### src/rtl/display_reg_bank_pkg.sv
// Shared constants, types and helpers for the display register bank.
// The address map lives here so the bank RTL and any software-facing model agree on it.
package display_reg_bank_pkg;

    localparam int WORD_W      = 32;
    localparam int ADDR_W      = 4;
    localparam int NUM_WORDS   = 15;
    localparam int FRAME_CNT_W = 16;

    typedef logic [WORD_W-1:0] word_t;
    typedef logic [ADDR_W-1:0] addr_t;

    localparam addr_t ADDR_PIPE_X  = 4'd0;
    localparam addr_t ADDR_PIPE_BT = 4'd4;
    localparam addr_t ADDR_PIPE_YS = 4'd8;
    localparam addr_t ADDR_BIRD    = 4'd12;
    localparam addr_t ADDR_SCORE   = 4'd13;
    localparam addr_t ADDR_HISCORE = 4'd14;
    localparam addr_t ADDR_CTRL    = 4'd15;

    // Unsigned maximum of three words, used when committing the high score.
    function automatic word_t max3(input word_t a, input word_t b, input word_t c);
        word_t m;
        m = (a > b) ? a : b;
        return (m > c) ? m : c;
    endfunction

endpackage

### src/rtl/frame_edge_detect.sv
// Rising-edge detector for a slow frame-boundary level; emits a one-cycle pulse.
// After reset the level must be seen low once before any edge counts.
module frame_edge_detect (
    input  logic clk,
    input  logic reset,
    input  logic level_i,
    output logic pulse_o
);

    logic level_q;
    logic armed_q;

    // NOTE: sequential state is always written with <= so every flop samples pre-edge values.
    always_ff @(posedge clk) begin
        if (reset) begin
            level_q <= 1'b0;
            armed_q <= 1'b0;
        end else begin
            level_q <= level_i;
            armed_q <= armed_q | ~level_i;
        end
    end

    // armed_q stops a level held high across reset release from looking like a new frame.
    assign pulse_o = level_i & ~level_q & armed_q;

endmodule

### src/rtl/display_reg_bank.sv
// Double-buffered display register bank: the processor fills a shadow bank and requests
// a commit; the copy to the active bank happens only on the next frame boundary.
module display_reg_bank
    import display_reg_bank_pkg::*;
(
    input  logic                   clk,
    input  logic                   reset,
    input  logic                   wr_en,
    input  logic [ADDR_W-1:0]      wr_addr,
    input  logic [WORD_W-1:0]      wr_data,
    input  logic [ADDR_W-1:0]      rd_addr,
    output logic [WORD_W-1:0]      rd_data,
    input  logic                   screen_end,
    output logic [WORD_W-1:0]      pipe1x,
    output logic [WORD_W-1:0]      pipe2x,
    output logic [WORD_W-1:0]      pipe3x,
    output logic [WORD_W-1:0]      pipe4x,
    output logic [WORD_W-1:0]      pipe1bottomtop,
    output logic [WORD_W-1:0]      pipe2bottomtop,
    output logic [WORD_W-1:0]      pipe3bottomtop,
    output logic [WORD_W-1:0]      pipe4bottomtop,
    output logic [WORD_W-1:0]      pipe1yspace,
    output logic [WORD_W-1:0]      pipe2yspace,
    output logic [WORD_W-1:0]      pipe3yspace,
    output logic [WORD_W-1:0]      pipe4yspace,
    output logic [WORD_W-1:0]      bird_top_left,
    output logic [WORD_W-1:0]      current_score,
    output logic [WORD_W-1:0]      high_score,
    output logic                   game_underway,
    output logic                   frame_tick,
    output logic                   commit_done,
    output logic [FRAME_CNT_W-1:0] frame_count
);

    word_t                  shadow_q [NUM_WORDS];
    word_t                  shadow_d [NUM_WORDS];
    word_t                  active_q [NUM_WORDS];
    word_t                  active_d [NUM_WORDS];
    logic                   pending_q, pending_d;
    logic [FRAME_CNT_W-1:0] frame_count_q, frame_count_d;
    word_t                  rd_data_q, rd_data_d;
    logic                   underway_q, underway_d;
    logic                   frame_tick_q;
    logic                   commit_done_q;
    logic                   frame_edge;
    logic                   commit;
    logic                   ctrl_wr;

    frame_edge_detect u_frame_edge (
        .clk     (clk),
        .reset   (reset),
        .level_i (screen_end),
        .pulse_o (frame_edge)
    );

    assign ctrl_wr = wr_en && (wr_addr == ADDR_CTRL);
    assign commit  = frame_edge & pending_q;

    // NOTE: every always_comb output gets its default first, so no path can infer a latch.
    always_comb begin
        shadow_d      = shadow_q;
        active_d      = active_q;
        pending_d     = pending_q;
        frame_count_d = frame_count_q;
        underway_d    = 1'b0;

        if (wr_en && !ctrl_wr) begin
            shadow_d[wr_addr] = wr_data;
        end

        // Commit copies the pre-write shadow, so a same-cycle write waits for the next frame.
        if (commit) begin
            active_d               = shadow_q;
            active_d[ADDR_HISCORE] = max3(shadow_q[ADDR_HISCORE], shadow_q[ADDR_SCORE],
                                          active_q[ADDR_HISCORE]);
            pending_d              = 1'b0;
        end

        // A control write on the edge cycle re-arms the commit for the following frame.
        if (ctrl_wr) begin
            pending_d = 1'b1;
        end

        if (frame_edge) begin
            frame_count_d = frame_count_q + 1'b1;
        end

        // High score sits at the top address and is excluded from the activity flag.
        for (int i = 0; i < NUM_WORDS - 1; i++) begin
            underway_d = underway_d | (active_q[i] != '0);
        end

        if (rd_addr == ADDR_CTRL) begin
            rd_data_d = {pending_q, {(WORD_W - 1 - FRAME_CNT_W){1'b0}}, frame_count_q};
        end else begin
            rd_data_d = active_q[rd_addr];
        end
    end

    // NOTE: both banks are reset explicitly, so this storage maps to flops rather than RAM.
    always_ff @(posedge clk) begin
        if (reset) begin
            for (int i = 0; i < NUM_WORDS; i++) begin
                shadow_q[i] <= '0;
                active_q[i] <= '0;
            end
            pending_q     <= 1'b0;
            frame_count_q <= '0;
            rd_data_q     <= '0;
            underway_q    <= 1'b0;
            frame_tick_q  <= 1'b0;
            commit_done_q <= 1'b0;
        end else begin
            shadow_q      <= shadow_d;
            active_q      <= active_d;
            pending_q     <= pending_d;
            frame_count_q <= frame_count_d;
            rd_data_q     <= rd_data_d;
            underway_q    <= underway_d;
            frame_tick_q  <= frame_edge;
            commit_done_q <= commit;
        end
    end

    assign pipe1x         = active_q[ADDR_PIPE_X];
    assign pipe2x         = active_q[ADDR_PIPE_X + 4'd1];
    assign pipe3x         = active_q[ADDR_PIPE_X + 4'd2];
    assign pipe4x         = active_q[ADDR_PIPE_X + 4'd3];
    assign pipe1bottomtop = active_q[ADDR_PIPE_BT];
    assign pipe2bottomtop = active_q[ADDR_PIPE_BT + 4'd1];
    assign pipe3bottomtop = active_q[ADDR_PIPE_BT + 4'd2];
    assign pipe4bottomtop = active_q[ADDR_PIPE_BT + 4'd3];
    assign pipe1yspace    = active_q[ADDR_PIPE_YS];
    assign pipe2yspace    = active_q[ADDR_PIPE_YS + 4'd1];
    assign pipe3yspace    = active_q[ADDR_PIPE_YS + 4'd2];
    assign pipe4yspace    = active_q[ADDR_PIPE_YS + 4'd3];
    assign bird_top_left  = active_q[ADDR_BIRD];
    assign current_score  = active_q[ADDR_SCORE];
    assign high_score     = active_q[ADDR_HISCORE];

    assign rd_data        = rd_data_q;
    assign game_underway  = underway_q;
    assign frame_tick     = frame_tick_q;
    assign commit_done    = commit_done_q;
    assign frame_count    = frame_count_q;

endmodule

### config.mk
export PLATFORM = sky130hd
export DESIGN_NAME = display_reg_bank
export DESIGN_NICKNAME = d
export VERILOG_FILES = /design/src/rtl/display_reg_bank_pkg.sv /design/src/rtl/frame_edge_detect.sv /design/src/rtl/display_reg_bank.sv
export SDC_FILE = /design/constraint.sdc
export NUM_CORES = 2
export LEC_CHECK = 0
export BUFFER_PORTS_ARGS = -buffer_cell sky130_fd_sc_hd__buf_2
export CAP_MARGIN = 0
export CORE_MARGIN = 3
export CORE_UTILIZATION = 42
export DETAILED_ROUTE_END_ITERATION = 10
export HOLD_SLACK_MARGIN = 0.1
export RECOVER_POWER = 100
export SLEW_MARGIN = 10
export SYNTH_ARGS = -nofsm -noshare
export SYNTH_HDL_FRONTEND = slang
export SYNTH_SLANG_ARGS = --single-unit
export TNS_END_PERCENT = 10
### constraint.sdc
create_clock -name clk -period 8.1 [get_ports clk]
set_input_delay 0.405 -clock clk [delete_from_list [all_inputs] [get_ports clk]]
set_output_delay 0.405 -clock clk [all_outputs]
set_load 0.02 [all_outputs]
==> impl_metrics.tcl <==
set metrics [dict create \
    worstHoldPathType "in2reg" \
    initial_utilization_pct 42.7 \
    syn_nets 5303 \
    path_buf_inv 3 \
    grtUsageMet1_pct 49.9 \
    cts_buffers 106 \
    worst_pin_slew_ns 6.21 \
    placed_cell_area_sq_um 45000 \
    cts_tree "yes" \
    synthFlopType "dfxtp_1" \
    vdd_drop_max_v 0.000159 \
    die_area_sq_um 103000 \
    avgSynthCellArea_sq_um 8.01 \
    dr.pass1.iters 6 \
    top_level_ports 575 \
    async_reset_ff_share_pct 0 \
    met3_usage_pct 8.85 \
    vias 40800 \
    viasPerCell 5.92 \
    syn2layout_area_growth_pct 15.1 \
    ys_ff_latch 1014 \
    path_max_fanout 123 \
    routed_wl_um 192000 \
    worstHoldStart "wr_addr[3]" \
    grtUsageTotal_pct 35.7 \
    cpLargestDelayFamily "buffers and inverters" \
    r2r_cells 7 \
    drv_slew 740 \
    wl_per_cell_um 27.9 \
    path_common_cell "clkbuf_1" \
    fp.dieW_um 321 \
    drive_gt1_share_pct 7.33 \
    cts_sinks 1014 \
    max_slew_margin_pct -314 \
    power_density_nw_per_um2 225 \
    final_cell_mix "nand2_1, dfxtp_1, a21oi_1, clkbuf_1, nor4_1" \
    clock_path_buffers 3 \
    ys_types 56 \
    critPathKind "in2reg" \
    yosysSeqAreaShare_pct 48.8 \
    status "complete, but fails checks" \
    hpwl_um 129000 \
    drv_cap 11 \
    violations "max-capacitance violations, max-slew violations" \
    nets 5619 \
    synth_edf_count 0 \
    arrival_ns 7.55 \
    grt_pass1_vias 35800 \
    rr_endpoint "pipe4bottomtop[1]" \
    setup_viol 0 \
    grt_remaining_overflow 0 \
    hold_depth 3 \
    io_buffer_count 574 \
    drtAntennaViolNets 0 \
    layout_commonest_cell "nand2_1" \
    cp_cell_sequence "clkbuf_1, clkbuf_1, buf_4, a311oi_1" \
    grt_util_met2_pct 52.0 \
    layout_min_cycle_time_ns 7.02 \
    root_buffer "clkbuf_16" \
    required_ns 8.63 \
    synth_cells 5194 \
    cpMaxStageDelayCell "clkbuf_1" \
    critPathMaxStageDelay_ns 4.24 \
    htree_levels 3 \
    clk_pin_slew_ns 0.07 \
    start_kind "input pin" \
    clock_skew_ns 0.0317 \
    worstSetupEndpointType "register" \
    worstReg2RegStart "u_frame_edge.armed_q" \
    first_iter_violations 6343 \
    coreArea_sq_um 97400 \
    post_cts_buffers 0 \
    design_area_sq_um 47800 \
    yosysWarnings 0 \
    synth_area_sq_um 41600 \
    dieHeight_um 321 \
    place_congestion 0.988 \
    regToRegSetupSlack_ns 1.31 \
    busiest_layer "met2" \
    fin_crit_sh_pct 86.7 \
    p_leak_nw 15.7 \
    grt_max_degree 185 \
    grt_pass1_wl_um 267000 \
    holdPathEnd "pending_q" \
    clock_latency_ns 0.71 \
    hold_viol_final 0 \
    row_count 114 \
    rsz0062_at_grt "false" \
    antenna_found_initial 29 \
    drcViolationCount 0 \
    max_freq_mhz 142 \
    final.setup.tns_ns 0 \
]
## state kept, by name, indices dropped and copies added (netlist names), 32 cells and up
register,count
pipe4bottomtop,32
pipe2x,32
rd_data,32
shadow_q,480
pipe2bottomtop,32
pipe3x,32
pipe1bottomtop,32
current_score,32
pipe2yspace,32
pipe4yspace,32
pipe3yspace,32
pipe1x,32
high_score,32
pipe3bottomtop,32
bird_top_left,32
pipe1yspace,32
pipe4x,32
## power by group
group	internal, mW	switching (mW)	total [mW]
sequential	5.02	0.0262	5.05
combinational	0.109	0.438	0.547
clock	3.01	2.14	5.16
## metal layers
metal	wire, um	vias up
met5	84	-
met4	10700	14
met3	22300	416
met2	80600	2445
met1	78100	19700
li1	-	18200
## per-stage QoR
stage	utilization, %	setup slack [ns]	cells	hold slack (ns)	power (mW)
2_1_floorplan	-	3.95	5194	0.432	5.46
3_3_place_gp	46.1	2.01	6677	0.435	5.69
3_5_place_dp	46.1	1.99	6677	0.441	5.69
4_1_cts	49.9	1.94	6869	0.147	10.8
5_1_grt	49.1	0.850	6869	0.196	11.0
6_report	49.1	1.08	6880	0.182	10.8
## timing repair
action	in CTS	in global routing
hold buffers	1	0
gates resized for setup	0	0
endpoints found under the hold margin	2	0
## cell type report
class	instances	area, sq um
flip-flops and latches	1014	20300
fillers	9828	49600
well taps	1276	1600
clock inverters	35	544
inverters	65	244
multi-input cells	3702	19500
repair buffers	621	2570
clock buffers	156	3110
diodes	11	27.5
## cells in the mapped netlist (all sizes together), types with 2 or more instances
cell type,number,area share (%)
a2111oi,18,0.38
a211oi,19,0.34
a21boi,2,0.036
a21o,2,0.036
a21oi,972,12
a221o,2,0.048
a311oi,32,1.1
and2,2,0.030
and3,6,0.090
and3b,2,0.042
and4,2,0.042
buf,48,0.67
clkbuf,365,3.3
dfxtp,1014,49
ha,65,2.0
inv,65,0.59
mux2i,15,0.36
mux4,111,6.0
nand2,1955,18
nand2b,5,0.075
nand3,40,0.48
nand3b,2,0.036
nand4,47,0.71
nor2,70,0.63
nor2b,38,0.57
nor3,41,0.49
nor4,122,1.8
o211ai,2,0.036
o21a,3,0.054
o21ai,75,0.91
o22ai,17,0.26
o2bb2ai,2,0.042
o31a,2,0.048
or2,5,0.075
or3,3,0.045
or4,2,0.036
xnor2,4,0.084
xor2,9,0.19
## logic make-up (layout without fill, tap and decap cells)
group,after synthesis,in the layout,share of synthesized area (%)
other cells,0,11,0
compound gates,1154,1154,15.1
simple gates,2343,2343,22.9
fa+ha+maj,65,65,1.96
mux,127,127,6.40
buf+inv,478,877,4.55
xor+xnor,13,13,0.274
flops,1014,1014,48.8
## worst max path at each step
stage                       from           endpoint  slack, ns  cells past startpoint
CTS                 shadow_q[43]      high_score[8]       1.94                     15
floorplan           shadow_q[62]     high_score[10]       3.95                     18
global route          screen_end  pipe4bottomtop[7]       0.85                      9
finish                     reset      high_score[7]       1.08                      4
detailed placement  shadow_q[41]     high_score[31]       1.99                     15
global placement    shadow_q[62]      high_score[4]       2.01                     16
## worst register-to-register path: stages, from the launching register on
cell and delay, ns:
dfxtp_1 0.32, and3b_1 0.31, nand2_4 0.52, buf_4 0.76, buf_4 0.91, clkbuf_1 3.23
nand2_1 0.28, a21oi_1 0.29
No activity file was read; power rests on OpenSTA's default activity.
